## src/rtl/mem_arbiter.sv

```systemverilog
// mem_arbiter: two-port arbiter and sequencer for the 4096x16 main memory.
// Serves one latched request at a time: IDLE -> ACCESS -> DONE -> IDLE.
module mem_arbiter #(
  parameter int AW        = 12,
  parameter int DW        = 16,
  parameter bit FIXED_PRI = 1'b0
) (
  input  logic          clock,
  input  logic          reset,
  input  logic          a_req,
  input  logic          a_we,
  input  logic [AW-1:0] a_addr,
  input  logic [DW-1:0] a_wdata,
  output logic          a_ack,
  output logic [DW-1:0] a_rdata,
  input  logic          b_req,
  input  logic          b_we,
  input  logic [AW-1:0] b_addr,
  input  logic [DW-1:0] b_wdata,
  output logic          b_ack,
  output logic [DW-1:0] b_rdata,
  output logic          mem_write,
  output logic          mem_read,
  output logic [AW-1:0] mem_addr,
  output logic [DW-1:0] mem_data,
  input  logic [DW-1:0] mem_out,
  output logic          busy
);

  typedef enum logic [1:0] {
    IDLE   = 2'd0,
    ACCESS = 2'd1,
    DONE   = 2'd2
  } state_e;

  state_e        state_q;
  logic          last_b_q;
  logic          gnt_b_q;
  logic          a_ack_q;
  logic          b_ack_q;
  logic [DW-1:0] a_rdata_q;
  logic [DW-1:0] b_rdata_q;
  logic          mem_write_q;
  logic          mem_read_q;
  logic [AW-1:0] mem_addr_q;
  logic [DW-1:0] mem_data_q;
  logic          busy_q;

  logic          req_d;
  logic          pick_b_d;
  logic          we_d;
  logic [AW-1:0] addr_d;
  logic [DW-1:0] wdata_d;

  // On a tie, B wins only in round-robin mode when A was served last.
  always_comb begin
    req_d    = a_req | b_req;
    pick_b_d = b_req & (~a_req | (~FIXED_PRI & ~last_b_q));
    we_d     = pick_b_d ? b_we    : a_we;
    addr_d   = pick_b_d ? b_addr  : a_addr;
    wdata_d  = pick_b_d ? b_wdata : a_wdata;
  end

  always_ff @(posedge clock) begin
    if (reset) begin
      state_q     <= IDLE;
      last_b_q    <= 1'b1;
      gnt_b_q     <= 1'b0;
      a_ack_q     <= 1'b0;
      b_ack_q     <= 1'b0;
      a_rdata_q   <= '0;
      b_rdata_q   <= '0;
      mem_write_q <= 1'b0;
      mem_read_q  <= 1'b0;
      mem_addr_q  <= '0;
      mem_data_q  <= '0;
      busy_q      <= 1'b0;
    end else begin
      unique case (state_q)
        IDLE: begin
          if (req_d) begin
            state_q    <= ACCESS;
            busy_q     <= 1'b1;
            gnt_b_q    <= pick_b_d;
            last_b_q   <= pick_b_d;
            mem_addr_q <= addr_d;
            if (we_d) begin
              mem_data_q  <= wdata_d;
              mem_write_q <= 1'b1;
            end else begin
              mem_read_q  <= 1'b1;
            end
          end
        end
        ACCESS: begin
          state_q     <= DONE;
          mem_write_q <= 1'b0;
          mem_read_q  <= 1'b0;
          a_ack_q     <= ~gnt_b_q;
          b_ack_q     <= gnt_b_q;
          if (mem_read_q && !gnt_b_q) a_rdata_q <= mem_out;
          if (mem_read_q &&  gnt_b_q) b_rdata_q <= mem_out;
        end
        DONE: begin
          state_q <= IDLE;
          a_ack_q <= 1'b0;
          b_ack_q <= 1'b0;
          busy_q  <= 1'b0;
        end
        default: state_q <= IDLE;
      endcase
    end
  end

  assign a_ack     = a_ack_q;
  assign b_ack     = b_ack_q;
  assign a_rdata   = a_rdata_q;
  assign b_rdata   = b_rdata_q;
  assign mem_write = mem_write_q;
  assign mem_read  = mem_read_q;
  assign mem_addr  = mem_addr_q;
  assign mem_data  = mem_data_q;
  assign busy      = busy_q;

endmodule

```

## config.mk

```make
export PLATFORM = sky130hd
export DESIGN_NAME = mem_arbiter
export DESIGN_NICKNAME = d
export VERILOG_FILES = /design/src/rtl/mem_arbiter.sv
export SDC_FILE = /design/constraint.sdc
export NUM_CORES = 1
export LEC_CHECK = 0
export CORE_MARGIN = 3
export CORE_UTILIZATION = 40
export DETAILED_ROUTE_END_ITERATION = 8
export HOLD_SLACK_MARGIN = 0.06
export PLACE_DENSITY = 0.8
export SYNTH_ARGS = -nofsm -noshare
export SYNTH_HDL_FRONTEND = slang
export SYNTH_SLANG_ARGS = --single-unit
```

## constraint.sdc

```tcl
create_clock -name clock -period 1.95 [get_ports clock]
set_input_delay 0.39 -clock clock [delete_from_list [all_inputs] [get_ports clock]]
set_output_delay 0.39 -clock clock [all_outputs]
set_load 0.05 [all_outputs]
```

# Yosys cells after proc, flatten, opt, wreduce, memory -nomap -nowiden

Cells that the tools add are included.

Bits of input ports: 78
Register bits after elaboration: 69
Output and inout bits: 65
Logic and storage cells: 52

Mux-type cells: 15
Equal/unequal tests: 5
Reduce and logical (&&, ||, !) cells: 14
Bitwise logic cells: 6

Operators by type and width:

| cell                                          | number |
|---|---|
| two-way mux 16 bit                            | 1 |
| two-way mux 12 bit                            | 1 |
| one-hot mux 1 bit (2 select lines)            | 5 |
| AND reduction 3 bit                           | 3 |
| AND reduction 2 bit                           | 4 |
| two-way mux 1 bit                             | 6 |
| != test 2 bit, second input constant          | 3 |
| nonzero test 2 bit                            | 3 |
| one-hot mux 2 bit (2 select lines)            | 1 |
| inverter 1 bit                                | 3 |
| == test 2 x 1 -> 1 bit, second input constant | 1 |
| == test 2 bit, second input constant          | 1 |
| logical AND 1 bit                             | 2 |
| zero test 2 bit                               | 1 |
| two-way mux 2 bit                             | 1 |
| OR 1 bit                                      | 2 |
| bitwise AND 1 bit                             | 1 |
| zero test 1 bit                               | 1 |

# Longest topological paths before layout

Gate-level depths: netlist of run 1.

Word-level depth: 7
Mapped depth: 8
Gate-level depth less buffers: 6

# Worst setup path after synthesis of run 1

Ideal clock, no wire load.

Path type: flip-flop to flip-flop
From: register mem_read_q, in the netlist mem_read
To: register a_rdata_q[14], in the netlist a_rdata[14]
Path buffers: 2
Period minus slack after synthesis: 1.688 ns
Path slack: 0.262 ns
Data required time: 1.818 ns
Cell stages (with the launch flop): 7
Setup time: 0.132 ns
Data arrival time: 1.556 ns
Cells stage by stage: dfxtp_1 -> nand2_1 -> or2_2 -> clkbuf_1 -> clkbuf_1 -> nand2_1 -> a21oi_1

Longest elaborated chain between the ends: 2

Ends and longest elaborated chain:

| item                          | RTL line | source |
|---|---|---|
| from (decl)                   | 44       | `logic mem_read_q;` |
| from (signal assigned)        | 74       | `mem_read_q <= 1'b0;` |
| from (signal assigned)        | 91       | `mem_read_q <= 1'b1;` |
| from (signal assigned)        | 98       | `mem_read_q <= 1'b0;` |
| logical AND 1 bit             | 101      | `if (mem_read_q && !gnt_b_q) a_rdata_q <= mem_out;` |
| AND reduction 2 bit (no line) | n/a      |  |
| to (signal assigned)          | 101      |  |
| to (decl)                     | 41       | `logic [DW-1:0] a_rdata_q;` |

Every way passes these cells.
A chain may end at the register's enable or synchronous reset.

# Final worst setup path of run 1

From: register mem_data_q[12], in the netlist mem_data[12]
To: output port mem_data[12]

RTL lines:

| item                   | RTL line | source |
|---|---|---|
| from (decl)            | 46       | `logic [DW-1:0] mem_data_q;` |
| from (signal assigned) | 88       | `mem_data_q <= wdata_d;` |
| to (decl)              | 25       | `output logic [DW-1:0] mem_data,` |

No word-level cell between the ends.

==> flow_metrics.py, run 1 <==
metrics = {
    "status": {
        "status": "complete, no violations",
    },
    "route": {
        "drc": 0,
        "vias": 2800,
        "routed_wl_um": 8249,
        "drtIter0Drc": 90,
        "drt-met1-wl_um": 3203,
        "drtAntennaViolNets": 0,
        "drt_pass1_iterations": 4,
        "wl_per_cell_um": 14.55,
        "viasPerCell": 4.938,
        "dr.max_layer_used": "met4",
        "wl_met3_um": 584,
        "wl_met2_um": 4248,
    },
    "clocking": {
        "root_buffer": "clkbuf_8",
        "clockBufferDepth": 2,
        "cts_buffers": 9,
        "ctsHoldBuffers": 0,
        "cts_resized": 0,
        "clock_latency_ns": 0.34,
        "clk_pin_slew_ns": 0.08,
        "clock_sinks": 69,
        "cts_setup_buffers": 0,
        "cts_tree": "built",
        "htreeDepth": 3,
    },
    "synthesis": {
        "ys_warn_count": 0,
        "synth_edf_count": 0,
        "netlist_instances": 326,
        "synth_area_sq_um": 2907,
        "synth_nets": 407,
        "synth_ff_type": "dfxtp_1",
        "avgSynthCellArea_sq_um": 8.916,
        "synth-seq-area-share_pct": 47.52,
        "synth_seq_cells": 69,
        "async_reset_ff_share_pct": 0,
        "synth.distinct_cells": 30,
    },
    "finish": {
        "final_common_cell": "clkdlybuf4s50_1",
        "layout_common_cells": "clkdlybuf4s50_1 (138), nand2_1 (69), dfxtp_1 (69)",
        "fin_area_sq_um": 4662,
        "areaGrowthSynthToFinish_pct": 60.40,
        "seqCellArea_sq_um": 1381,
        "diodes": 0,
        "final_nets": 547,
        "multi_input_area_sq_um": 1378,
        "instances_no_fill": 567,
        "drive_gt1_share_pct": 10.19,
        "nFillCells": 587,
    },
    "setup_path": {
        "cpPeakStageDelay_ns": 0.82,
        "startpoint_type": "flop",
        "crit_chain": "clkdlybuf4s50_1",
        "crit_slowest_cell": "clkdlybuf4s50_1",
        "worstSetupEndpointType": "output pin",
        "r2r_slack_ns": 0.39,
        "cp_num_buf_inv": 1,
        "cp.arrival_ns": 1.52,
        "worstPathRequired_ns": 1.56,
        "critPathKind": "reg -> out",
        "path_delay_family": "buffers and inverters",
        "crit_fanout": 2,
    },
    "floorplan": {
        "pin_count": 143,
        "die_w_um": 91.24,
        "die_h_um": 91.24,
        "num_rows": 30,
        "initial_core_util_pct": 42.08,
        "dieArea_sq_um": 8325,
        "core-area_sq_um": 6907,
    },
    "timing": {
        "timing.hold.ws_ns": 0.4548,
        "setup_ws_ns": 0.03600,
        "rsz0062_at_grt": "no",
        "slew_headroom_pct": 53.00,
        "worst_pin_slew_ns": 0.7050,
        "skew_ns": 0.007595,
        "finalHoldViolCount": 0,
        "drv_slew": 0,
        "max_freq_mhz": 522.5,
        "fin_crit_sh_pct": 98.15,
        "fin_crit_ns": 1.914,
        "setup_viol": 0,
    },
    "pwr": {
        "p_per_area_nw_per_um2": 853.2,
        "p_leak_nw": 1.675,
        "ir_worst_vdd_mv": 0.6088,
        "total_power_w": 0.003978,
    },
    "grt": {
        "grt_pass1_vias": 2835,
        "grt-ovfl-total": 0,
        "grt_max_degree": 38,
        "grt_usage_pct": 19.61,
        "grt_pass1_wl_um": 13220,
        "grt_antenna_before_repair": 0,
    },
    "run": {
        "maxCapViolations": 0,
    },
    "place": {
        "gp_congestion": 0.7586,
        "preCtsSetupSlack_ns": -0.09238,
        "post-place-cells": 551,
        "dpl_cell_area_sq_um": 4446,
        "hpwl_um": 6162,
        "numPortBuffers": 142,
    },
    "min_path": {
        "min_path_type": "reg -> reg",
    },
}
==> cells in the mapped netlist, types with 3 or more instances <==
cell | instances | area share, %
nand2_1 | 69 | 8.9
dfxtp_1 | 69 | 48
buf_6 | 4 | 1.5
nor2_1 | 17 | 2.2
a21oi_1 | 55 | 9.5
a211oi_1 | 18 | 4.6
nand2b_1 | 6 | 1.3
mux2i_1 | 30 | 10
ha_1 | 3 | 1.3
inv_1 | 4 | 0.52
a211oi_2 | 10 | 4.3
buf_1 | 3 | 0.39
clkbuf_1 | 15 | 1.9
buf_2 | 4 | 0.69
==> sequential cells by signal (all words and copies together), names as in the netlist <==
| register | cells |
|---|---|
| mem_read | 1 |
| a_rdata | 16 |
| b_rdata | 16 |
| mem_write | 1 |
| busy | 1 |
| mem_addr | 12 |
| gnt_b_q | 1 |
| b_ack | 1 |
| state_q | 2 |
| last_b_q | 1 |
| mem_data | 16 |
| a_ack | 1 |
==> metal layers <==
metal	global-route usage, %	vias up
li1	-	1400
met1	21.12	1286
met2	35.44	97
met3	5.054	17
met4	9.422	0
met5	0	-
==> worst min-delay path: stages, from the launching register on <==
cell,delay (ns)
dfxtp_1,0.31
nand2_1,0.05
a21oi_1,0.05
==> report_power, final <==
part | total (W) | leakage, nW | switching, W | internal, W
Sequential | 0.00158 | 0.564 | 0.0000658 | 0.00151
Clock | 0.00126 | 0.104 | 0.000534 | 0.000725
Combinational | 0.00114 | 1.01 | 0.000660 | 0.000479
==> metrics by stage <==
stage / utilization (%) / TNS [ns]
2_1_floorplan: - / 0
3_5_place_dp: 64.37 / -0.8659
5_1_grt: 67.50 / 0
4_1_cts: 67.50 / 0
3_3_place_gp: 64.37 / 0
6_report: 67.50 / 0
==> cell families after synthesis <==
| logic type | Yosys count | synth area share [%] |
|---|---|---|
| muxes | 31 | 10.72 |
| adders and majority gates | 3 | 1.292 |
| DFF | 69 | 47.52 |
| and+or+nand+nor | 101 | 14.38 |
| buffers and inverters | 31 | 5.338 |
| AOI/OAI and AO/OA | 91 | 20.75 |
==> cell type report <==
cell class | instances | area share [%]
timing repair buffer | 156 | 33.28
multi-input combinational | 226 | 29.55
sequential | 69 | 29.63
clock inverter | 5 | 1.825
inverter | 4 | 0.3221
clock buffer | 11 | 2.818
tap | 96 | 2.576
==> worst paths after layout <==
path,start,endpoint,depth (start not counted)
setup reg to reg,state_q[0],mem_data[2],5
hold / removal,b_rdata[8],b_rdata[8],2
setup / recovery,mem_data[12],mem_data[12],1
hold reg to reg,b_rdata[8],b_rdata[8],2
Power figures use the tool's default switching activity.
==> run 2: changes to the inputs <==
--- a/config.mk
+++ b/config.mk
@@ -10,6 +10,7 @@
 export DETAILED_ROUTE_END_ITERATION = 8
 export HOLD_SLACK_MARGIN = 0.06
 export PLACE_DENSITY = 0.8
+export SLEW_MARGIN = 20
 export SYNTH_ARGS = -nofsm -noshare
 export SYNTH_HDL_FRONTEND = slang
 export SYNTH_SLANG_ARGS = --single-unit
==> results of run 2 <==
No change in the layout: final DEF, timing and power equal those of run 1.
